--- src/rtl/seg7_scan_mux.sv ---
// Time-multiplexed N-digit seven-segment scanner with PWM brightness, dead time and
// frame-synchronous input latching. Define SEG7_LZB_EN to enable leading-zero blanking.
module seg7_scan_mux #(
  parameter int unsigned NUM_DIGITS  = 8,
  parameter int unsigned CLK_FREQ_HZ = 100000000,
  parameter int unsigned REFRESH_HZ  = 1000,
  parameter int unsigned BRIGHT_BITS = 4,
  parameter int unsigned SIMULATE    = 0
) (
  input  logic                                                   clk,
  input  logic                                                   reset,
  input  logic [5*NUM_DIGITS-1:0]                                digits,
  input  logic [NUM_DIGITS-1:0]                                  dp_in,
  input  logic [NUM_DIGITS-1:0]                                  dig_en,
  input  logic [BRIGHT_BITS-1:0]                                 brightness,
  output logic [6:0]                                             seg,
  output logic                                                   dp,
  output logic [NUM_DIGITS-1:0]                                  an,
  output logic [((NUM_DIGITS > 1) ? $clog2(NUM_DIGITS) : 1)-1:0] digit_idx,
  output logic                                                   frame_tick
);

  localparam int unsigned IdxW    = (NUM_DIGITS > 1) ? $clog2(NUM_DIGITS) : 1;
  localparam int unsigned TickDiv = CLK_FREQ_HZ / (REFRESH_HZ * (2 ** BRIGHT_BITS));
  localparam int unsigned Tick    = (SIMULATE != 0) ? 4 : ((TickDiv > 0) ? TickDiv : 1);
  localparam int unsigned PreW    = (Tick > 1) ? $clog2(Tick) : 1;

  logic [PreW-1:0]         pre_q, pre_d;
  logic [BRIGHT_BITS-1:0]  sub_q, sub_d;
  logic [IdxW-1:0]         idx_q, idx_d;
  logic                    frame_q, frame_d;
  logic [5*NUM_DIGITS-1:0] sh_code_q, sh_code_d;
  logic [NUM_DIGITS-1:0]   sh_dp_q, sh_dp_d;
  logic [NUM_DIGITS-1:0]   sh_en_q, sh_en_d;
  logic [NUM_DIGITS-1:0]   blank_d;
  logic [NUM_DIGITS-1:0]   an_q, an_d;
  logic [6:0]              seg_q, seg_d;
  logic                    dp_q, dp_d;

  logic       strobe;
  logic [4:0] sel_code;
  logic       sel_en, sel_dp, sel_blank;

  function automatic logic [6:0] decode(input logic [4:0] code);
    logic [6:0] s;
    case (code)
      5'd0:    s = 7'h40;
      5'd1:    s = 7'h79;
      5'd2:    s = 7'h24;
      5'd3:    s = 7'h30;
      5'd4:    s = 7'h19;
      5'd5:    s = 7'h12;
      5'd6:    s = 7'h02;
      5'd7:    s = 7'h78;
      5'd8:    s = 7'h00;
      5'd9:    s = 7'h10;
      5'd10:   s = 7'h08;
      5'd11:   s = 7'h03;
      5'd12:   s = 7'h46;
      5'd13:   s = 7'h21;
      5'd14:   s = 7'h06;
      5'd15:   s = 7'h0E;
      5'd16:   s = 7'h3F;
      5'd17:   s = 7'h77;
      5'd18:   s = 7'h1C;
      5'd19:   s = 7'h23;
      default: s = 7'h7F;
    endcase
    return s;
  endfunction

  assign strobe = (pre_q == PreW'(Tick - 1));

  // Counters; shadows only reload on the frame wrap so a frame never tears.
  always_comb begin
    pre_d     = pre_q + PreW'(1);
    sub_d     = sub_q;
    idx_d     = idx_q;
    frame_d   = 1'b0;
    sh_code_d = sh_code_q;
    sh_dp_d   = sh_dp_q;
    sh_en_d   = sh_en_q;
    if (strobe) begin
      pre_d = '0;
      sub_d = sub_q + BRIGHT_BITS'(1);
      if (sub_q == '1) begin
        if (idx_q == IdxW'(NUM_DIGITS - 1)) begin
          idx_d     = '0;
          frame_d   = 1'b1;
          sh_code_d = digits;
          sh_dp_d   = dp_in;
          sh_en_d   = dig_en;
        end else begin
          idx_d = idx_q + IdxW'(1);
        end
      end
    end
  end

`ifdef SEG7_LZB_EN
  logic [NUM_DIGITS-1:0] blank_q;

  // Zeros above the highest enabled non-zero digit go dark; digit 0 always shows.
  function automatic logic [NUM_DIGITS-1:0] lzb_mask(input logic [5*NUM_DIGITS-1:0] codes,
                                                     input logic [NUM_DIGITS-1:0]   en);
    logic [NUM_DIGITS-1:0] mask;
    logic                  found;
    mask  = '0;
    found = 1'b0;
    for (int i = int'(NUM_DIGITS) - 1; i >= 1; i--) begin
      if (en[i] && (codes[5*i +: 5] != 5'd0)) found = 1'b1;
      mask[i] = !found && (codes[5*i +: 5] == 5'd0);
    end
    return mask;
  endfunction

  always_comb begin
    blank_d = blank_q;
    if (frame_d) blank_d = lzb_mask(digits, dig_en);
  end

  always_ff @(posedge clk) begin
    if (reset) blank_q <= '0;
    else       blank_q <= blank_d;
  end
`else
  assign blank_d = '0;
`endif

  always_comb begin
    sel_code  = '0;
    sel_en    = 1'b0;
    sel_dp    = 1'b0;
    sel_blank = 1'b0;
    for (int i = 0; i < int'(NUM_DIGITS); i++) begin
      if (idx_d == IdxW'(i)) begin
        sel_code  = sh_code_d[5*i +: 5];
        sel_en    = sh_en_d[i];
        sel_dp    = sh_dp_d[i];
        sel_blank = blank_d[i];
      end
    end
  end

  // Sub-slot 0 is dead time so the previous digit's anode fully releases.
  always_comb begin
    an_d  = an_q;
    seg_d = seg_q;
    dp_d  = dp_q;
    if (strobe) begin
      an_d  = '1;
      seg_d = 7'h7F;
      dp_d  = 1'b1;
      if ((sub_d != '0) && sel_en && (sub_d <= brightness)) begin
        for (int i = 0; i < int'(NUM_DIGITS); i++) begin
          if (idx_d == IdxW'(i)) an_d[i] = 1'b0;
        end
        seg_d = sel_blank ? 7'h7F : decode(sel_code);
        dp_d  = ~sel_dp;
      end
    end
  end

  always_ff @(posedge clk) begin
    if (reset) begin
      pre_q     <= '0;
      sub_q     <= '0;
      idx_q     <= '0;
      frame_q   <= 1'b0;
      sh_code_q <= '0;
      sh_dp_q   <= '0;
      sh_en_q   <= '0;
      an_q      <= '1;
      seg_q     <= 7'h7F;
      dp_q      <= 1'b1;
    end else begin
      pre_q     <= pre_d;
      sub_q     <= sub_d;
      idx_q     <= idx_d;
      frame_q   <= frame_d;
      sh_code_q <= sh_code_d;
      sh_dp_q   <= sh_dp_d;
      sh_en_q   <= sh_en_d;
      an_q      <= an_d;
      seg_q     <= seg_d;
      dp_q      <= dp_d;
    end
  end

  assign an         = an_q;
  assign seg        = seg_q;
  assign dp         = dp_q;
  assign digit_idx  = idx_q;
  assign frame_tick = frame_q;

endmodule

--- config.mk ---
export PLATFORM = sky130hd
export DESIGN_NAME = seg7_scan_mux
export DESIGN_NICKNAME = d
export VERILOG_FILES = /design/src/rtl/seg7_scan_mux.sv
export SDC_FILE = /design/constraint.sdc
export NUM_CORES = 1
export LEC_CHECK = 0
export BUFFER_PORTS_ARGS = -buffer_cell sky130_fd_sc_hd__buf_2
export CAP_MARGIN = 25
export CORE_ASPECT_RATIO = 0.9
export CORE_UTILIZATION = 56
export CTS_CLUSTER_DIAMETER = 120
export CTS_CLUSTER_SIZE = 16
export DETAILED_ROUTE_END_ITERATION = 8
export HOLD_SLACK_MARGIN = 0.1
export PLACE_DENSITY = 0.8
export SYNTH_ARGS = -nofsm -noshare
export SYNTH_HDL_FRONTEND = slang
export SYNTH_SLANG_ARGS = --single-unit
--- constraint.sdc ---
create_clock -name clk -period 4.88 [get_ports clk]
set_input_delay 0.488 -clock clk [delete_from_list [all_inputs] [get_ports clk]]
set_output_delay 0.488 -clock clk [all_outputs]
set_load 0.01 [all_outputs]
# After elaboration in Yosys (flattened, before gate mapping)
# Memory sizes are Yosys's and may differ from the RTL's.
# Cells that the tools add are included.
# W data, S select, Z words.
# classes
n_addsub	3
n_lt_le_gt_ge	1
eq_ne	10
mux	49
bitwise	3
n_reduce_logical	6
# ops
operator	n
$mux W40	3
$mux W8	7
$mux W5	8
$mux W1	26
$eq A3 B3 Y1 const B	5
$add A13 B1 Y13 const B	1
$eq A13 B13 Y1 const B	1
$mux W3	3
$mux W7	1
$eq A3 B2 Y1 const B	2
$add A4 B1 Y4 const B	1
$eq A4 B4 Y1 const B	1
$le A4 B4 Y1	1
$mux W4	1
$reduce_bool A4 Y1	1
$add A3 B1 Y3 const B	1
$eq A3 B1 Y1 const B	1
$logic_not A3 Y1	1
$not A1 Y1	3
$reduce_or A3 Y1	1
$logic_and A1 B1 Y1	2
$reduce_or A2 Y1	1
# totals
register_bits	93
mem_bits_ro	224
input_bits	62
out_inout_bits	20
memories	1
# mem_list
memory	depth	word_bits	rd	rd_clocked_by_memory_dff	wr	line_no	source
(name not given)	32	7	1	0	0	46	case (code)

# Logic depth before layout (Yosys ltp)
# logic_depth
ltp_word	16
depth_mapped	18
depth_no_buf	16

# Worst setup path after synthesis
# No wires, ideal clock.
# synth_path
path_type	register to register
startpoint	register idx_q[1], in the netlist digit_idx[1]
endpoint	register seg_q[6], in the netlist seg[6]
setup_time_ns	0.128
arrival_ns	3.497
setup_slack_ns	1.254
path_stages_with_launch	17
period_less_slack_ns	3.626
cell_sequence	dfxtp_1 -> ha_1 -> ha_1 -> nand4_1 -> nor4_4 -> buf_6 -> buf_6 -> buf_4 -> mux2i_1 -> mux2i_1 -> a211oi_1 -> a211o_1 -> inv_1 -> ha_1 -> mux2_2 -> a221oi_1 -> a211oi_1
# synth_between
elab_chain_cells	16
word_cells_on_any_way	39
# synth_rtl
element	line_no	source
from (decl)	30	logic [IdxW-1:0] idx_q, idx_d;
from (signal assigned)	179	idx_q <= idx_d;
parallel branches: the longest is 15 deep, another holds $add A3 B1 Y3	--	
$mux W7 *	154	if ((sub_d != '0) && sel_en && (sub_d <= brightness)) begin
to (signal assigned)	185	seg_q <= seg_d;
to (decl)	37	logic [6:0] seg_q, seg_d;
# Mark *: on every way between the ends.
# A chain may end at the register's enable or synchronous reset.

# Final worst setup path
# Same ends and word-level chain as after synthesis.

==> metrics.md <==
| Metric | Value |
|---|---|
| CP Data Required Time | 5.10 ns |
| Final slew viol count | 0 |
| H-tree depth | 3 |
| Pleak | 2.06 nW |
| Status | finished clean |
| Area leader, netlist | dfxtp_1 |
| Synth area leaders | dfxtp_1 39%, mux2i_1 14%, nor2_1 7.4%, ha_1 4.2%, nand2_1 3.4% |
| Fraction of layout cells with a size suffix above 1 | 0.218 |
| Drc violations | 0 |
| Top_reg_cell synth | dfxtp_1 |
| RSZ-0062 raised after global routing | no |
| Worst-path cell chain | ha_1 > ha_1 > nand4_1 > nor4_4 > buf_12 > mux2i_1 > mux2i_1 > a211oi_1 > a211o_1 > inv_1 > ha_1 > mux2_2 > a221oi_1 > a211oi_1 |
| Area share of the largest cell type after synthesis | 0.391 |
| Via count | 3924 |
| Via-to-Cell Ratio | 5.65 |
| Final setup fails | 0 |
| Final instance area | 5420 um2 |
| Clock power share | 0.407 |
| Reg2Reg Depth | 14 |
| CP max stage cell | dfxtp_1 |
| Slowest Stage Delay on Critical Path | 0.54 ns |
| Postcts setup bufs | 0 |
| Worst rel slew slack | 0.380 |
| Crit-path max FO | 44 |
| Core area | 8150 um2 |
| Slew of the pin with the lowest slew margin | 0.904 ns |
| Crit. End Element | register |
| Hold Path Stages | 3 |
| Crit Reg-Reg Endpoint | seg[6] |
| Skew-Pair Late Insertion Delay | 0.35 ns |
| CTS resizes | 0 |
| CP dominant cell by count | ha_1 |
| CP Data Arrival Time | 4.40 ns |
| Worst slack, placed | 0.812 ns |
| Post-synthesis sequential area ratio | 0.391 |
| First-pass GRT wire length | 17600 um |
| Most common cell in the netlist | nor2_1 |
| Synth Register Bits | 93 |
| WS Path Type | register to register |
| Gr ovfl total | 0 |
| Total power | 1.37 mW |
| Starting Density | 0.584 |
| Worst setup SP type | register |
| Max-cap violations | 0 |
| Highest clock rate | 239 MHz |
| Seq pwr share | 0.557 |
| Syn_nets | 593 |
| Syn Std Cell Area | 4760 um2 |
| Initial antenna violation count | 0 |
| Area Growth Syn to Fin | 13.8% |
| IO Port Bufs | 81 |
| Cell Int Power | 1.07 mW |
| Sw power | 295 uW |
| DPL Wire Length | 8090 um |
| Final setup TNS | 0 ns |
| Min setup slack post-route | 0.694 ns |
| Hold Crit Start | digits[39] |
| CTS Sinks | 93 |
| CTS clock-pin slew for the worst setup and hold paths | 0.09 ns |
| Vias in the first global route | 3625 |
| Final core utilization | 0.665 |
| Sw Ratio | 0.216 |
| Num rows | 31 |
| Initial DRC Count | 249 |
| Die width | 99.2 um |
| Number of flops mapped to enable cells by yosys | 0 |
| Cells after Synth | 515 |
| Final-stage net count | 669 |
| Post-route minimum period | 4.19 ns |
| Final number of hold-violating endpoints | 0 |
| Num CTS Buffers | 9 |
| Dpl cell area | 5200 um2 |
| GRT Total Usage | 0.255 |
| DIE HEIGHT | 89.5 um |
| Final Wtd Congestion | 0.871 |
| Die Area | 8870 um2 |
| Ys Warns | 0 |
| Post-route clock period utilization | 0.858 |
| Routed wire per std cell | 15.9 um |
| Largest net degree at the start of global routing | 45 |
| Router iterations before antenna repair | 4 |
| Post-synth ARST share | 0 |
| Comb pwr share | 0.036 |
| Clk_skew | 0.0114 ns |
| CTS tree | yes |
| Hold EP | sh_code_q[39] |
| Reg2Reg Launch Point | digit_idx[1] |
| Total wire length | 11000 um |
| Post-synth top cells | 94 x nor2_1, 93 x dfxtp_1, 66 x mux2i_1 |
| Pwr Density | 253 nW/um2 |
| Min-delay worst type | input pin to register |
| Clk buf depth | 2 |
| Diodes inserted | 0 |
| CTS root buf | clkbuf_8 |
| Peak VDD IR | 0.000181 V |
| Synth unique cells | 60 |
| Slack of the worst reg-to-reg path | 0.69 ns |
| CTS Hold Bufs | 0 |
| Post-route ant nets | 0 |
| Top-Level Pins | 82 |
| Synthesized area per cell | 9.24 um2 |
[critical path, delay by kind of cell, from the launching register on]
kind / cells / cell delay (ns)
buffers and inverters: 2 / 0.48
DFF: 1 / 0.54
and+or+nand+nor: 2 / 0.67
muxes: 3 / 0.65
AOI/OAI and AO/OA: 4 / 0.98
adders and majority gates: 3 / 0.69
[how the worst max path moves through the flow]
stage          depth (start not counted)      to          from
2_1_floorplan                         16  seg[6]  digit_idx[1]
3_3_place_gp                          14  seg[6]  digit_idx[0]
3_5_place_dp                          14  seg[0]  digit_idx[1]
4_1_cts                               14  seg[6]  digit_idx[1]
5_1_grt                               14  seg[6]  digit_idx[1]
6_report                              14  seg[6]  digit_idx[1]
[routing by layer]
layer	global-route usage	part of all wire	vias up
li1	-	-	1956
met1	0.343	0.48	1860
met2	0.438	0.47	98
met3	0.0383	0.039	10
met4	0.0602	0.0085	0
met5	0	0	-
[area by class of cell]
| type | instances | area (um2) |
|---|---|---|
| clock buffer | 10 | 128 |
| clock inverter | 6 | 86.3 |
| fill | 681 | 2730 |
| inverter | 11 | 41.3 |
| multi-input combinational | 386 | 2690 |
| sequential | 93 | 1860 |
| tap | 99 | 124 |
| timing repair buffer | 90 | 485 |
[layout by cell type, fill, tap and decap left out, types with 10 or more instances in the layout]
cell type   n
dfxtp_1    93
ha_1       16
nand2_1    43
nor2b_1    15
nand3_1    13
nor2_1     94
buf_2      81
a21oi_1    21
mux2i_1    66
inv_1      11
xor2_1     10
[per-stage QoR]
step                      hold WS, ns  std cells
final                           0.382        695
after global placement          0.435        679
after CTS                       0.377        695
after global routing            0.395        695
after floorplan                 0.427        515
after detailed placement        0.439        679
[flip-flops by register name (all words and copies together), names as in the netlist, 3 cells and up]
register   cells
an             8
digit_idx      3
pre_q         13
seg            7
sh_code_q     40
sh_dp_q        8
sh_en_q        8
sub_q          4
[cells by family after synthesis]
| group | after synthesis | share of synthesized area |
|---|---|---|
| adders and majority gates | 16 | 0.0421 |
| buffers and inverters | 36 | 0.0439 |
| xor gates and xnor gates | 15 | 0.0276 |
| and+or+nand+nor | 205 | 0.212 |
| muxes | 77 | 0.169 |
| DFF | 93 | 0.391 |
| AOI/OAI and AO/OA | 73 | 0.114 |
[power by group through the flow]
stage	clock, mW	sequential, mW	combinational, mW
global placement	0	0.780	0.0492
detailed placement	0	0.780	0.0502
finish	0.556	0.762	0.0497
global route	0.596	0.763	0.0543
CTS	0.564	0.762	0.0504
floorplan	0	0.780	0.0188
Note: power is estimated with default switching activity, not from simulation.
